$ cat src/rtl/spi_sd_pkg.sv
// Shared definitions for the SD-card-side SPI front end.
// Holds frame geometry, CRC7 polynomial, frame bit positions and the
// command receiver state encoding. No ports (package).
package spi_sd_pkg;

  localparam int FRAME_BITS = 48;
  localparam int ARG_W      = 32;
  localparam int IDX_W      = 6;

  // x^7 + x^3 + 1
  localparam logic [6:0] CRC7_POLY = 7'h09;

  // Bit positions within the 48-bit frame (bit 47 is sent first).
  localparam int START_POS = 47;
  localparam int TX_POS    = 46;
  localparam int IDX_MSB   = 45;
  localparam int ARG_MSB   = 39;
  localparam int CRC_MSB   = 7;
  localparam int END_POS   = 0;

  // Counter value when the final (end) bit is sampled, and the last
  // counter value whose bit still feeds the CRC (frame bit 8).
  localparam logic [5:0] LAST_CNT     = 6'(FRAME_BITS - 1);
  localparam logic [5:0] CRC_LAST_CNT = 6'(START_POS - 8);

  typedef enum logic {
    IDLE  = 1'b0,
    SHIFT = 1'b1
  } state_t;

  // One serial CRC7 step, MSB-first.
  function automatic logic [6:0] crc7_step(input logic [6:0] crc,
                                           input logic       din);
    logic fb;
    fb = din ^ crc[6];
    return {crc[5:0], 1'b0} ^ (fb ? CRC7_POLY : 7'h00);
  endfunction

endpackage

$ cat src/rtl/sd_crc7.sv
// Serial CRC7 accumulator (x^7 + x^3 + 1, init 0), MSB-first.
// Ports:
//   clk, rst   : clock, asynchronous active-high reset
//   clear      : restart from zero; when enable is also high the current
//                bit is folded into the fresh (zero) value
//   enable     : fold bit_in into the accumulator this edge
//   bit_in     : serial data bit
//   crc        : current 7-bit CRC value
module sd_crc7
  import spi_sd_pkg::*;
(
  input  logic       clk,
  input  logic       rst,
  input  logic       clear,
  input  logic       enable,
  input  logic       bit_in,
  output logic [6:0] crc
);

  logic [6:0] base;

  assign base = clear ? 7'h00 : crc;

  always_ff @(posedge clk or posedge rst) begin
    if (rst) begin
      crc <= 7'h00;
    end else if (enable) begin
      crc <= crc7_step(base, bit_in);
    end else if (clear) begin
      crc <= 7'h00;
    end
  end

endmodule

$ cat src/rtl/spi_cmd_receiver.sv
// SD SPI command receiver: deserialises 48-bit command frames from MOSI
// (sampled on rising CLK, SPI mode 0) once the card is initialised,
// checks framing and optionally CRC7, and presents index/argument.
//
// Ports:
//   CLK           : host SPI clock
//   reset         : asynchronous active-high reset
//   MOSI          : serial data, MSB first
//   CS            : chip select, active low; high during a frame aborts it
//   IsInitialized : gates new frame starts
//   cmd_valid     : one-cycle pulse, good framing; qualifies the fields below
//   cmd_index     : frame bits [45:40]
//   cmd_arg       : frame bits [39:8]
//   crc_ok        : received CRC7 matches computed CRC7
//   frame_error   : one-cycle pulse, bad transmission or end bit
//   busy          : high while in SHIFT
//
// Build option: define SPI_CMD_CRC_CHECK_EN to build the CRC7 checker.
// Without it no CRC logic exists and every good frame reports crc_ok = 1.
//
// Handshake: there is no back-pressure. cmd_valid and frame_error are
// single-cycle strobes; cmd_index/cmd_arg/crc_ok are stable from the
// cmd_valid cycle until the next good frame.
module spi_cmd_receiver
  import spi_sd_pkg::*;
(
  input  logic             CLK,
  input  logic             reset,
  input  logic             MOSI,
  input  logic             CS,
  input  logic             IsInitialized,
  output logic             cmd_valid,
  output logic [IDX_W-1:0] cmd_index,
  output logic [ARG_W-1:0] cmd_arg,
  output logic             crc_ok,
  output logic             frame_error,
  output logic             busy
);

  state_t     state, state_next;
  logic [5:0] cnt;

  // The start bit is always 0 and is never needed after detection, so only
  // frame bits 46..1 are retained; frame bit k lives at shreg[k-1] when the
  // end bit is on MOSI.
  logic [FRAME_BITS-3:0] shreg;

  logic start, last_bit, abort;
  logic frame_good, crc_match;
  logic [6:0] rx_crc;

  assign rx_crc     = shreg[CRC_MSB-1 -: 7];
  assign frame_good = shreg[TX_POS-1] & MOSI;
  assign busy       = (state == SHIFT);

  // ---------------- FSM ----------------
  always_ff @(posedge CLK or posedge reset) begin
    if (reset) state <= IDLE;
    else       state <= state_next;
  end

  always_comb begin
    state_next = state;
    start      = 1'b0;
    last_bit   = 1'b0;
    abort      = 1'b0;
    case (state)
      IDLE: begin
        if (IsInitialized && !CS && !MOSI) begin
          start      = 1'b1;
          state_next = SHIFT;
        end
      end
      SHIFT: begin
        if (CS) begin
          abort      = 1'b1;
          state_next = IDLE;
        end else if (cnt == LAST_CNT) begin
          last_bit   = 1'b1;
          state_next = IDLE;
        end
      end
      default: state_next = IDLE;
    endcase
  end

  // ---------------- CRC ----------------
`ifdef SPI_CMD_CRC_CHECK_EN
  logic       crc_en;
  logic [6:0] crc_val;

  // The start bit seeds the accumulator; frame bits 46..8 follow.
  assign crc_en = start | (busy && !CS && (cnt <= CRC_LAST_CNT));

  sd_crc7 u_crc7 (
    .clk    (CLK),
    .rst    (reset),
    .clear  (start),
    .enable (crc_en),
    .bit_in (MOSI),
    .crc    (crc_val)
  );

  assign crc_match = (crc_val == rx_crc);
`else
  logic unused_rx_crc;
  assign unused_rx_crc = ^rx_crc;
  assign crc_match     = 1'b1;
`endif

  // ---------------- datapath ----------------
  always_ff @(posedge CLK or posedge reset) begin
    if (reset) begin
      cnt         <= '0;
      shreg       <= '0;
      cmd_valid   <= 1'b0;
      frame_error <= 1'b0;
      cmd_index   <= '0;
      cmd_arg     <= '0;
      crc_ok      <= 1'b0;
    end else begin
      cmd_valid   <= 1'b0;
      frame_error <= 1'b0;

      if (start) begin
        cnt   <= 6'd1;
        shreg <= '0;
      end else if (abort) begin
        cnt   <= '0;
        shreg <= '0;
      end else if (busy) begin
        shreg <= {shreg[FRAME_BITS-4:0], MOSI};
        cnt   <= last_bit ? 6'd0 : cnt + 6'd1;
      end

      if (last_bit) begin
        if (frame_good) begin
          cmd_valid <= 1'b1;
          cmd_index <= shreg[IDX_MSB-1 -: IDX_W];
          cmd_arg   <= shreg[ARG_MSB-1 -: ARG_W];
          crc_ok    <= crc_match;
        end else begin
          frame_error <= 1'b1;
        end
      end
    end
  end

endmodule

$ cat config.mk
export PLATFORM = sky130hd
export DESIGN_NAME = spi_cmd_receiver
export DESIGN_NICKNAME = d
export VERILOG_FILES = /design/src/rtl/spi_sd_pkg.sv /design/src/rtl/sd_crc7.sv /design/src/rtl/spi_cmd_receiver.sv
export SDC_FILE = /design/constraint.sdc
export NUM_CORES = 1
export LEC_CHECK = 0
export ABC_AREA = 1
export CELL_PAD_IN_SITES_DETAIL_PLACEMENT = 1
export CELL_PAD_IN_SITES_GLOBAL_PLACEMENT = 1
export CORE_MARGIN = 2
export CORE_UTILIZATION = 43
export DETAILED_ROUTE_END_ITERATION = 10
export GPL_ROUTABILITY_DRIVEN = 0
export PLACE_DENSITY_LB_ADDON = 0.1
export SLEW_MARGIN = 20
export SYNTH_ARGS = -nofsm -noshare
export SYNTH_HDL_FRONTEND = slang
export SYNTH_SLANG_ARGS = --single-unit
$ cat constraint.sdc
create_clock -name CLK -period 3.97 [get_ports CLK]
set_input_delay 0.9925 -clock CLK [delete_from_list [all_inputs] [get_ports CLK]]
set_output_delay 0.9925 -clock CLK [all_outputs]
set_load 0.05 [all_outputs]
Yosys cells after proc, flatten, opt, wreduce, memory -nomap -nowiden

Cells that the tools add are included.

Add/subtract/negate cells: 1
Multipliers: 0
Div/mod/pow operators: 0
Magnitude comparators: 0
Equality and inequality tests: 1
Shift operators: 0
Mux-type cells: 21
Bitwise operators: 2
Reduce and logical (&&, ||, !) cells: 6

Operators with widths:

| operator                                                       | number |
|---|---|
| 46-bit two-way mux                                             | 3 |
| 6-bit two-way mux                                              | 4 |
| 1-bit two-way mux                                              | 13 |
| 6-bit by 1-bit adder with 6-bit output (second input constant) | 1 |
| 6-bit == test (second input constant)                          | 1 |
| 3-bit nonzero test                                             | 1 |
| 1-bit logical AND                                              | 2 |
| 1-bit logical NOT                                              | 2 |
| 1-bit case mux with 2 select lines                             | 1 |
| 2-bit AND reduction                                            | 1 |
| 1-bit AND                                                      | 1 |
| 1-bit NOT                                                      | 1 |

Flip-flop bits (word level): 94
Latch bits: 0
Memory bits (writable): 0
ROM bits: 0
Bits of input ports: 5
Output and inout port bits: 42
Memories: 0

Logic depth before layout (Yosys ltp)

Gate-level depths: netlist of run 1.

Depth in word-level cells: 8
Depth in mapped cells: 7

Worst setup path after synthesis of run 1

OpenSTA, ideal clock, no wires.

Kind: in2reg
Start: input port CS
End: register cmd_arg[0]
Library setup time: 0.065 ns
Arrival time: 1.811 ns
Data required time: 3.905 ns
Setup slack: 2.093 ns
Stages: 7
Buffers on the path: 2
Cells stage by stage: inv_1 > nand2_1 > inv_1 > buf_2 > buf_2 > nand4_1 > nand2_1

Word-level cells in the longest chain between the ends: 3

Ends and longest elaborated chain:

| what                          | line                    | text |
|---|---|---|
| start, declared               | spi_cmd_receiver.sv:30  | `input logic CS,` |
| 1-bit two-way mux             | spi_cmd_receiver.sv:75  | `if (CS) begin` |
| 1-bit two-way mux             | spi_cmd_receiver.sv:67  | `case (state)` |
| 2-bit AND reduction (no line) | --                      |  |
| end signal, assigned          | spi_cmd_receiver.sv:140 | `cmd_arg <= shreg[ARG_MSB-1 -: ARG_W];` |
| end, declared                 | spi_cmd_receiver.sv:34  | `output logic [ARG_W-1:0] cmd_arg,` |

No other way between the ends.
A chain may end at the register's enable or synchronous reset.

Worst setup path in the final report of run 1

Start: input port CS
End: register cmd_index[2]

Word-level cells in the longest chain between the ends: 3

Ends and longest elaborated chain:

| what                          | line                    | text |
|---|---|---|
| 1-bit two-way mux             | spi_cmd_receiver.sv:75  |  |
| 1-bit two-way mux             | spi_cmd_receiver.sv:67  |  |
| 2-bit AND reduction (no line) | --                      |  |
| end signal, assigned          | spi_cmd_receiver.sv:139 | `cmd_index <= shreg[IDX_MSB-1 -: IDX_W];` |
| end, declared                 | spi_cmd_receiver.sv:33  | `output logic [IDX_W-1:0] cmd_index,` |

No other way between the ends.

==> results.cfg, run 1 <==
[place]
buffer_ports.inserted = 46
place_area_mm2 = 0.00427
setup_ws_pre_cts_ns = 0.893
place.detailed.hpwl_um = 5100
placed_cells_incl_taps = 515

[setup_path]
rrSetupSlack_ns = 1.64
worst-path-max-fanout = 40
worst_r2r_endpoint = cmd_index[2]
critical_path.endpoint_type = register
worst_ep_required_time_ns = 4.20
setup.worst_path.class = in -> reg
regToRegStartpoint = cnt[0]
worstPathArrival_ns = 2.98
ff2ff_path_depth = 6
startpoint_type = primary input

[sta]
report.final.slew_viol_count = 0
slew_margin_rel_pct = 48.6
finalWorstSetupSlack_ns = 1.22
hold_violations = 0
period_minus_slack_ns = 2.75
setup_tns_ns = 0
fmax_ghz = 0.364
setup_viol_count_final = 0
worst-slew-pin-transition_ns = 0.770
period_share_pct = 69.2
clock_skew_ns = 0.0112
grt_setup_unrepaired = false

[synthesis]
synth_nets = 384
async_reset_ff_share_pct = 100
yosysTopAreaCellShare_pct = 62.3
synth_area_per_cell_um2 = 9.98
synthTopCellsByArea = sky130_fd_sc_hd__dfrtp_1 62%, sky130_fd_sc_hd__nand2_1 9.6%, sky130_fd_sc_hd__o22ai_1 7.5%, sky130_fd_sc_hd__nand4_1 6.5%, sky130_fd_sc_hd__inv_1 5.7%
synthDistinctLibCells = 21
yosysWarnings = 0
synth_top_cell_by_area = sky130_fd_sc_hd__dfrtp_1
syn-cell-area_mm2 = 0.00377
synth_enable_flop_cells = 0
register_bit_total_from_synthesis = 94
most_numerous_cell_in_the_yosys_netlist = sky130_fd_sc_hd__nand2_1
synthTopCellsByCount = 97 x sky130_fd_sc_hd__nand2_1, 94 x sky130_fd_sc_hd__dfrtp_1, 57 x sky130_fd_sc_hd__inv_1
synth_sequential_area_ratio_pct = 62.3
synthCells = 378
most_common_flop_cell_mapped_by_yosys = sky130_fd_sc_hd__dfrtp_1

[flow_run]
drv_cap = 0

[routing]
top_signal_layer_used = met4
via_per_inst = 5.20
drc_errors = 0
detailed_route_wire_length_on_metal_1_um = 3830
routed-via-count = 2759
routed-wl-met3_um = 240
drt-total-wl_um = 8020
detailroute.wirelength.met2_um = 3840
routed_wire_length_per_instance_um = 15.1
ant_nets = 0
firstDrtPassIters = 4
drt_first_iter_violations = 85

[power_and_ir_drop]
p_per_area_mw_per_mm2 = 407
peakVddDrop_v = 0.000196
logic_gate_share_of_total_power_pct = 4.9
switching_portion_of_total_power_pct = 22.3
p_seq_share_pct = 53.1
switchingPower_uw = 410
internal_power_mw = 1.43
pwr-share-clk_pct = 41.9
p_leak_nw = 2.18

[clock_network]
worst_skew_late_latency_ns = 0.36
cts-hold-fix-buffers = 0
cts_max_path_buffers = 2
post-cts-setup-buffers = 0
clock_tree_from_tritoncts = built
cts.sinks = 94
ctsRootBufferMaster = sky130_fd_sc_hd__clkbuf_8
postCtsResizedCells = 0
path_clk_slew_ns = 0.09
number_of_buffers_inserted_during_clock_tree_synthesis = 9
htree_num_levels = 3

[run_status]
status = finished clean

[die]
top_level_port_count = 47
die_h_um = 97.7
floorplan.die_area_mm2 = 0.00954
initial_utilization_pct = 43.7
die_x_um = 97.7
row_count = 34
coreArea_mm2 = 0.00864

[global_routing]
grt_remaining_overflow = 0
vias_in_the_first_global_route = 2980
groute.usage.overall_pct = 18.5
first_pass_grt_wire_length_um = 14300
grt_max_degree = 49
number_of_antenna_violations_at_the_first_check_in_global_routing = 0

[worst_hold_path]
worstHoldEndpoint = crc_ok
hold_start = crc_ok
min_path_type = reg -> reg
timing.hold.worst_path_depth = 2

[finish]
design_area_mm2 = 0.00452
instances_no_fill = 531
synthToLayoutAreaGrowth_pct = 19.7
final_layout_size_suffix_gt1_share_pct = 6.62
insertedDiodeCount = 0
post-route-util_pct = 52.3
layout.nets = 424
-- stage by stage --
step	total power [mW]	hold slack, ns
after global routing	1.91	0.499
after detailed placement	1.09	0.457
after CTS	1.86	0.481
after floorplan	1.06	0.453
after global placement	1.08	0.447
final	1.84	0.472
-- power by group through the flow --
stage          logic (mW)  clock network, mW  registers (mW)
4_1_cts            0.0933              0.788           0.976
2_1_floorplan      0.0624                  0           0.996
6_report           0.0905              0.770           0.976
3_3_place_gp       0.0900                  0           0.995
3_5_place_dp       0.0935                  0           0.995
5_1_grt             0.103              0.829           0.979
-- area by class of cell --
cell class	instances	area, um^2
inverter	58	219
multi-input combinational	201	1040
timing repair buffer	54	520
sequential	94	2350
tap	108	135
fill	979	4120
clock inverter	5	106
clock buffer	11	141
-- per-layer routing --
metal | vias up | global-route usage, %
li1 | 1333 | -
met1 | 1368 | 25.2
met2 | 47 | 29.5
met3 | 11 | 3.38
met4 | 0 | 7.48
met5 | - | 0
-- worst max-delay path by stage --
| stage | endpoint | depth (start not counted) | from |
|---|---|---|---|
| floorplan | busy | 1 | reset |
| global placement | cmd_arg[18] | 7 | CS |
| detailed placement | cmd_arg[19] | 7 | CS |
| CTS | cmd_index[2] | 7 | CS |
| global route | cmd_index[2] | 7 | CS |
| finish | cmd_index[2] | 7 | CS |
-- cells in the final DEF, fill, tap and decap left out --
master / Yosys / layout
sky130_fd_sc_hd__nand4_1: 39 / 39
sky130_fd_sc_hd__clkdlybuf4s50_1: 0 / 46
sky130_fd_sc_hd__xnor2_1: 1 / 1
sky130_fd_sc_hd__nand2_1: 97 / 97
sky130_fd_sc_hd__ha_1: 1 / 1
sky130_fd_sc_hd__buf_4: 2 / 8
sky130_fd_sc_hd__nor2_8: 1 / 1
sky130_fd_sc_hd__o22ai_1: 45 / 45
sky130_fd_sc_hd__dfrtp_1: 94 / 94
sky130_fd_sc_hd__nor2_1: 2 / 2
sky130_fd_sc_hd__bufinv_16: 0 / 3
sky130_fd_sc_hd__clkinv_2: 0 / 1
sky130_fd_sc_hd__inv_2: 1 / 1
sky130_fd_sc_hd__xor2_1: 1 / 1
sky130_fd_sc_hd__o21ai_0: 7 / 7
sky130_fd_sc_hd__inv_1: 57 / 56
sky130_fd_sc_hd__nand3_1: 3 / 3
sky130_fd_sc_hd__clkinvlp_4: 0 / 1
sky130_fd_sc_hd__clkinv_4: 0 / 1
sky130_fd_sc_hd__clkbuf_8: 0 / 10
sky130_fd_sc_hd__nor4_1: 1 / 1
sky130_fd_sc_hd__clkbuf_1: 9 / 1
sky130_fd_sc_hd__o21ai_1: 1 / 1
sky130_fd_sc_hd__nand3_4: 2 / 2
-- cells by family after synthesis --
| group | after synthesis | share of synthesized area [%] |
|---|---|---|
| and+or+nand+nor | 145 | 18.3 |
| DFF | 94 | 62.3 |
| buffers and inverters | 83 | 10.0 |
| AOI/OAI and AO/OA | 53 | 8.52 |
| xor gates and xnor gates | 2 | 0.464 |
| adders and majority gates | 1 | 0.332 |
-- worst max-delay path: stages --
cell and delay (ns):
sky130_fd_sc_hd__clkdlybuf4s50_1 0.39, sky130_fd_sc_hd__inv_1 0.06, sky130_fd_sc_hd__nand2_1 0.06, sky130_fd_sc_hd__inv_1 0.55, sky130_fd_sc_hd__nand3_4 0.56, sky130_fd_sc_hd__nand2_1 0.25, sky130_fd_sc_hd__nand2_1 0.09
-- flip-flops by register name (all words and copies together) (netlist names) --
register,count
cmd_arg,32
shreg,46
cmd_index,6
cmd_valid,1
frame_error,1
busy,1
crc_ok,1
cnt,6
No activity file was read; power rests on OpenSTA's default activity.
==> run 2: changes to the inputs <==
clock period = 2.8 ns   (was 3.97 ns; I/O delays follow)
==> run 2 against run 1 <==
Compared with the run above:
- power is 32% higher
- sequential share of layout area is 0.23 points higher
- setup slack worse by 0.68 ns
- critical path depth is 6 lower
- count of clock-buffer cells in the layout stayed put
- flip-flop and latch count stayed put
- combinational power is 47% higher
- critical endpoint is now busy
- largest cell class unchanged
- largest power group unchanged
==> results.cfg, run 2 (same netlist as run 1, synthesis figures left out) <==
[sta]
hold_violations = 0
setup_viol_count_final = 0
report.final.slew_viol_count = 0
clock_skew_ns = 0.0137
grt_setup_unrepaired = false
period_minus_slack_ns = 2.25
slew_margin_rel_pct = 65.9
timing.hold.ws_ns = 0.478
setup_tns_ns = 0
period_share_pct = 80.4
worst-slew-pin-transition_ns = 0.512
fmax_ghz = 0.444

[setup_path]
critical_path.endpoint_type = primary output
path_buf_inv = 1
rrSetupSlack_ns = 0.81
worstPathArrival_ns = 1.55
worst_r2r_endpoint = cmd_arg[27]
worst_ep_required_time_ns = 2.10
regToRegStartpoint = cnt[0]
startpoint_type = register
setup.worst_path.class = reg -> out
timing.critical_path.cells = clkdlybuf4s50_1
critical-path-max-stage-delay_ns = 0.81
crit_path_max_delay_family = buffers and inverters
critical-path-slowest-cell = sky130_fd_sc_hd__clkdlybuf4s50_1
worst-path-max-fanout = 4
ff2ff_path_depth = 6

[finish]
multiInputGateArea_mm2 = 0.00104
layout.nets = 424
commonest_non_fill_non_tap_cell_in_the_layout = sky130_fd_sc_hd__nand2_1
synthToLayoutAreaGrowth_pct = 19.2
instances_no_fill = 531
layout_filler_cell_count = 962
final_layout_size_suffix_gt1_share_pct = 6.62
insertedDiodeCount = 0
largest-register = shreg
flip_flop_and_latch_area_mm2 = 0.00235
post-route-util_pct = 52.1
layout.cells.most_common_list = 97 x sky130_fd_sc_hd__nand2_1, 94 x sky130_fd_sc_hd__dfrtp_1, 56 x sky130_fd_sc_hd__inv_1
flip_flop_count_of_the_largest_register_after_layout = 46
reg.largest.list = shreg (46), cmd_arg (32)

[routing]
routed_wire_length_per_instance_um = 15.2
drt_first_iter_violations = 101
via_per_inst = 5.20
drt-total-wl_um = 8090
routed-via-count = 2763
drc_errors = 0
ant_nets = 0
firstDrtPassIters = 4

[die]
initial_utilization_pct = 43.7
top_level_port_count = 47
die_x_um = 97.7
row_count = 34
floorplan.die_area_mm2 = 0.00954
die_h_um = 97.7
coreArea_mm2 = 0.00864

[run_status]
status = finished clean

[global_routing]
use_met3_pct = 2.88
grt_max_degree = 95
grt_remaining_overflow = 0
gr-usage-met2_pct = 30.9
top_usage_layer = met2
number_of_antenna_violations_at_the_first_check_in_global_routing = 0
vias_in_the_first_global_route = 3036
groute.usage.overall_pct = 18.8
first_pass_grt_wire_length_um = 14600
grtUsageMet1_pct = 25.3

[clock_network]
cts-hold-fix-buffers = 0
path_clk_slew_ns = 0.09
ctsRootBufferMaster = sky130_fd_sc_hd__clkbuf_8
cts_max_path_buffers = 2
postCtsResizedCells = 0
clock_tree_from_tritoncts = built
number_of_buffers_inserted_during_clock_tree_synthesis = 9
cts.sinks = 94
post-cts-setup-buffers = 0
worst_skew_late_latency_ns = 0.36
htree_num_levels = 3

[place]
place.detailed.hpwl_um = 4990
buffer_ports.inserted = 46
placed_cells_incl_taps = 515

[power_and_ir_drop]
p_per_area_mw_per_mm2 = 538
peakVddDrop_v = 0.000247
p_total_mw = 2.42
p_leak_nw = 2.16

[worst_hold_path]
hold_start = cmd_arg[10]
timing.hold.worst_path_depth = 2
min_path_type = reg -> reg
worstHoldEndpoint = cmd_arg[10]

[flow_run]
drv_cap = 0
run 2: worst max path at each step:
stage,start,endpoint,slack (ns),depth (start not counted)
floorplan,reset,busy,0.99,1
global placement,MOSI,cmd_arg[9],0.52,6
detailed placement,MOSI,cmd_arg[17],0.44,6
CTS,busy,busy,0.52,1
global route,busy,busy,0.48,1
finish,busy,busy,0.55,1
run 2: layout make-up:
| cell class | count | share of cell area [%] |
|---|---|---|
| multi-input combinational | 201 | 23.2 |
| timing repair buffer | 54 | 12.1 |
| clock buffer | 11 | 3.14 |
| tap | 108 | 3.00 |
| clock inverter | 5 | 1.31 |
| inverter | 58 | 4.92 |
| sequential | 94 | 52.3 |
run 2: stage by stage:
step	setup slack [ns]	cell area, um^2
6_report	0.549	4500
3_3_place_gp	0.523	4300
3_5_place_dp	0.436	4300
5_1_grt	0.483	4500
2_1_floorplan	0.994	3780
4_1_cts	0.524	4500
run 2: report_power, final:
part           switching [mW]  internal (mW)
clock network           0.467          0.438
registers              0.0139           1.37
logic                  0.0951         0.0382
total                   0.576           1.85
run 2: metal layers:
| metal | routed length (um) | part of all wire (%) |
|---|---|---|
| met5 | 0 | 0 |
| met1 | 3830 | 47 |
| met4 | 101 | 1.2 |
| met2 | 3980 | 49 |
| met3 | 179 | 2.2 |
==> run 3: changes to the inputs <==
clock period = 2.2 ns   (was 2.8 ns; I/O delays follow)
==> run 3 against run 2 <==
Compared with the run above:
- power increased by 33%
- clock skew fell by 0.0058 ns
- sequential power is 28% higher
- critical path depth stayed put
- routed wire length rose by 1.4%
- worst hold slack lost 0.0064 ns
- count of clock-buffer cells in the layout shrank 1
- global-route usage about the same
- largest cell class unchanged
- largest power group unchanged
- highest routed layer unchanged
==> results.cfg, run 3 (same netlist as run 1, synthesis figures left out) <==
[run_status]
status = finished clean

[setup_path]
worst_ep_required_time_ns = 1.65
critical-path-max-stage-delay_ns = 0.81
worst-path-max-fanout = 4
crit_path_max_delay_family = buffers and inverters
critical_path.endpoint_type = primary output
worstPathArrival_ns = 1.57
critical-path-slowest-cell = sky130_fd_sc_hd__clkdlybuf4s50_1
startpoint_type = register
timing.critical_path.cells = clkdlybuf4s50_1
path_buf_inv = 1
setup.worst_path.class = reg -> out

[clock_network]
number_of_buffers_inserted_during_clock_tree_synthesis = 9
postCtsResizedCells = 0
htree_num_levels = 3
path_clk_slew_ns = 0.09
ctsRootBufferMaster = sky130_fd_sc_hd__clkbuf_8
post-cts-setup-buffers = 0
cts-hold-fix-buffers = 0
cts_max_path_buffers = 2
clock_tree_from_tritoncts = built
cts.sinks = 94
worst_skew_late_latency_ns = 0.36

[sta]
period_share_pct = 96.3
slew_margin_rel_pct = 66.8
timing.hold.ws_ns = 0.472
worst-slew-pin-transition_ns = 0.496
clock_skew_ns = 0.00787
setup_tns_ns = 0
period_minus_slack_ns = 2.12
setup_viol_count_final = 0
fmax_ghz = 0.472
hold_violations = 0
report.final.slew_viol_count = 0
grt_setup_unrepaired = false

[finish]
layout.cells.most_common_list = 97 x sky130_fd_sc_hd__nand2_1, 94 x sky130_fd_sc_hd__dfrtp_1, 56 x sky130_fd_sc_hd__inv_1
design_area_mm2 = 0.00460
final_layout_size_suffix_gt1_share_pct = 7.51
commonest_non_fill_non_tap_cell_in_the_layout = sky130_fd_sc_hd__nand2_1
layout_filler_cell_count = 973
layout.nets = 428
synthToLayoutAreaGrowth_pct = 21.9
insertedDiodeCount = 0
largest-register = shreg
flip_flop_count_of_the_largest_register_after_layout = 46
reg.largest.list = shreg (46), cmd_arg (32)

[place]
buffer_ports.inserted = 46
place_area_mm2 = 0.00438
place.detailed.hpwl_um = 5360

[global_routing]
use_met3_pct = 2.81
groute.usage.overall_pct = 18.8
grtUsageMet1_pct = 25.7
grt_max_degree = 46
grt_remaining_overflow = 0
gr-usage-met2_pct = 29.7
first_pass_grt_wire_length_um = 14300
vias_in_the_first_global_route = 2944
top_usage_layer = met2
number_of_antenna_violations_at_the_first_check_in_global_routing = 0

[routing]
routed-via-count = 2789
via_per_inst = 5.22
routed_wire_length_per_instance_um = 15.4
ant_nets = 0
drt_first_iter_violations = 55
drc_errors = 0
drt-total-wl_um = 8200
firstDrtPassIters = 4

[worst_hold_path]
min_path_type = reg -> reg

[die]
row_count = 34
floorplan.die_area_mm2 = 0.00954
top_level_port_count = 47
coreArea_mm2 = 0.00864
die_x_um = 97.7
initial_utilization_pct = 43.7
die_h_um = 97.7

[power_and_ir_drop]
p_leak_nw = 2.20
p_total_mw = 3.21
peakVddDrop_v = 0.000343
p_per_area_mw_per_mm2 = 699

[flow_run]
drv_cap = 0
run 3: where the power goes:
group | switching [mW] | internal, mW | leakage [nW]
combinational | 0.124 | 0.0548 | 0.794
sequential | 0.0180 | 1.74 | 1.30
clock | 0.607 | 0.667 | 0.105
run 3: per-layer routing:
| metal | vias up | wire length, um | part of all wire (%) |
|---|---|---|---|
| li1 | 1340 | - | - |
| met1 | 1404 | 3860 | 47 |
| met2 | 35 | 3990 | 49 |
| met3 | 10 | 180 | 2.2 |
| met4 | 0 | 164 | 2.0 |
| met5 | - | 0 | 0 |
run 3: layout make-up:
| class | instances | area (um^2) | area share (%) |
|---|---|---|---|
| clock buffers | 10 | 138 | 2.99 |
| clock inverters | 5 | 83.8 | 1.82 |
| inverters | 58 | 221 | 4.82 |
| multi-input cells | 201 | 1040 | 22.7 |
| flip-flops and latches | 94 | 2350 | 51.1 |
| well taps | 108 | 135 | 2.94 |
| repair buffers | 58 | 626 | 13.6 |
run 3: worst paths after layout:
check	startpoint	to	slack, ns	cells past startpoint
min in group asynchronous	reset	cmd_valid	0.56	2
max in group asynchronous	reset	cmd_arg[27]	1.06	3
worst min-delay path	crc_ok	crc_ok	0.47	2
worst max-delay path	busy	busy	0.08	1
worst max register to register	cnt[0]	cmd_arg[18]	0.34	7
worst min register to register	crc_ok	crc_ok	0.47	2
run 3: through the flow:
step | worst slack, ns | std cells | util, %
after floorplan | 0.544 | 378 | -
after global placement | 0.233 | 519 | 50.7
after detailed placement | 0.139 | 519 | 50.7
after CTS | 0.0563 | 534 | 53.3
after global routing | 0.0198 | 534 | 53.3
final | 0.0809 | 534 | 53.3
run 3: worst min-delay path, cell delays in order (launching register included):
cell	delay, ns
sky130_fd_sc_hd__dfrtp_1	0.35
sky130_fd_sc_hd__inv_1	0.04
sky130_fd_sc_hd__nand2_1	0.05
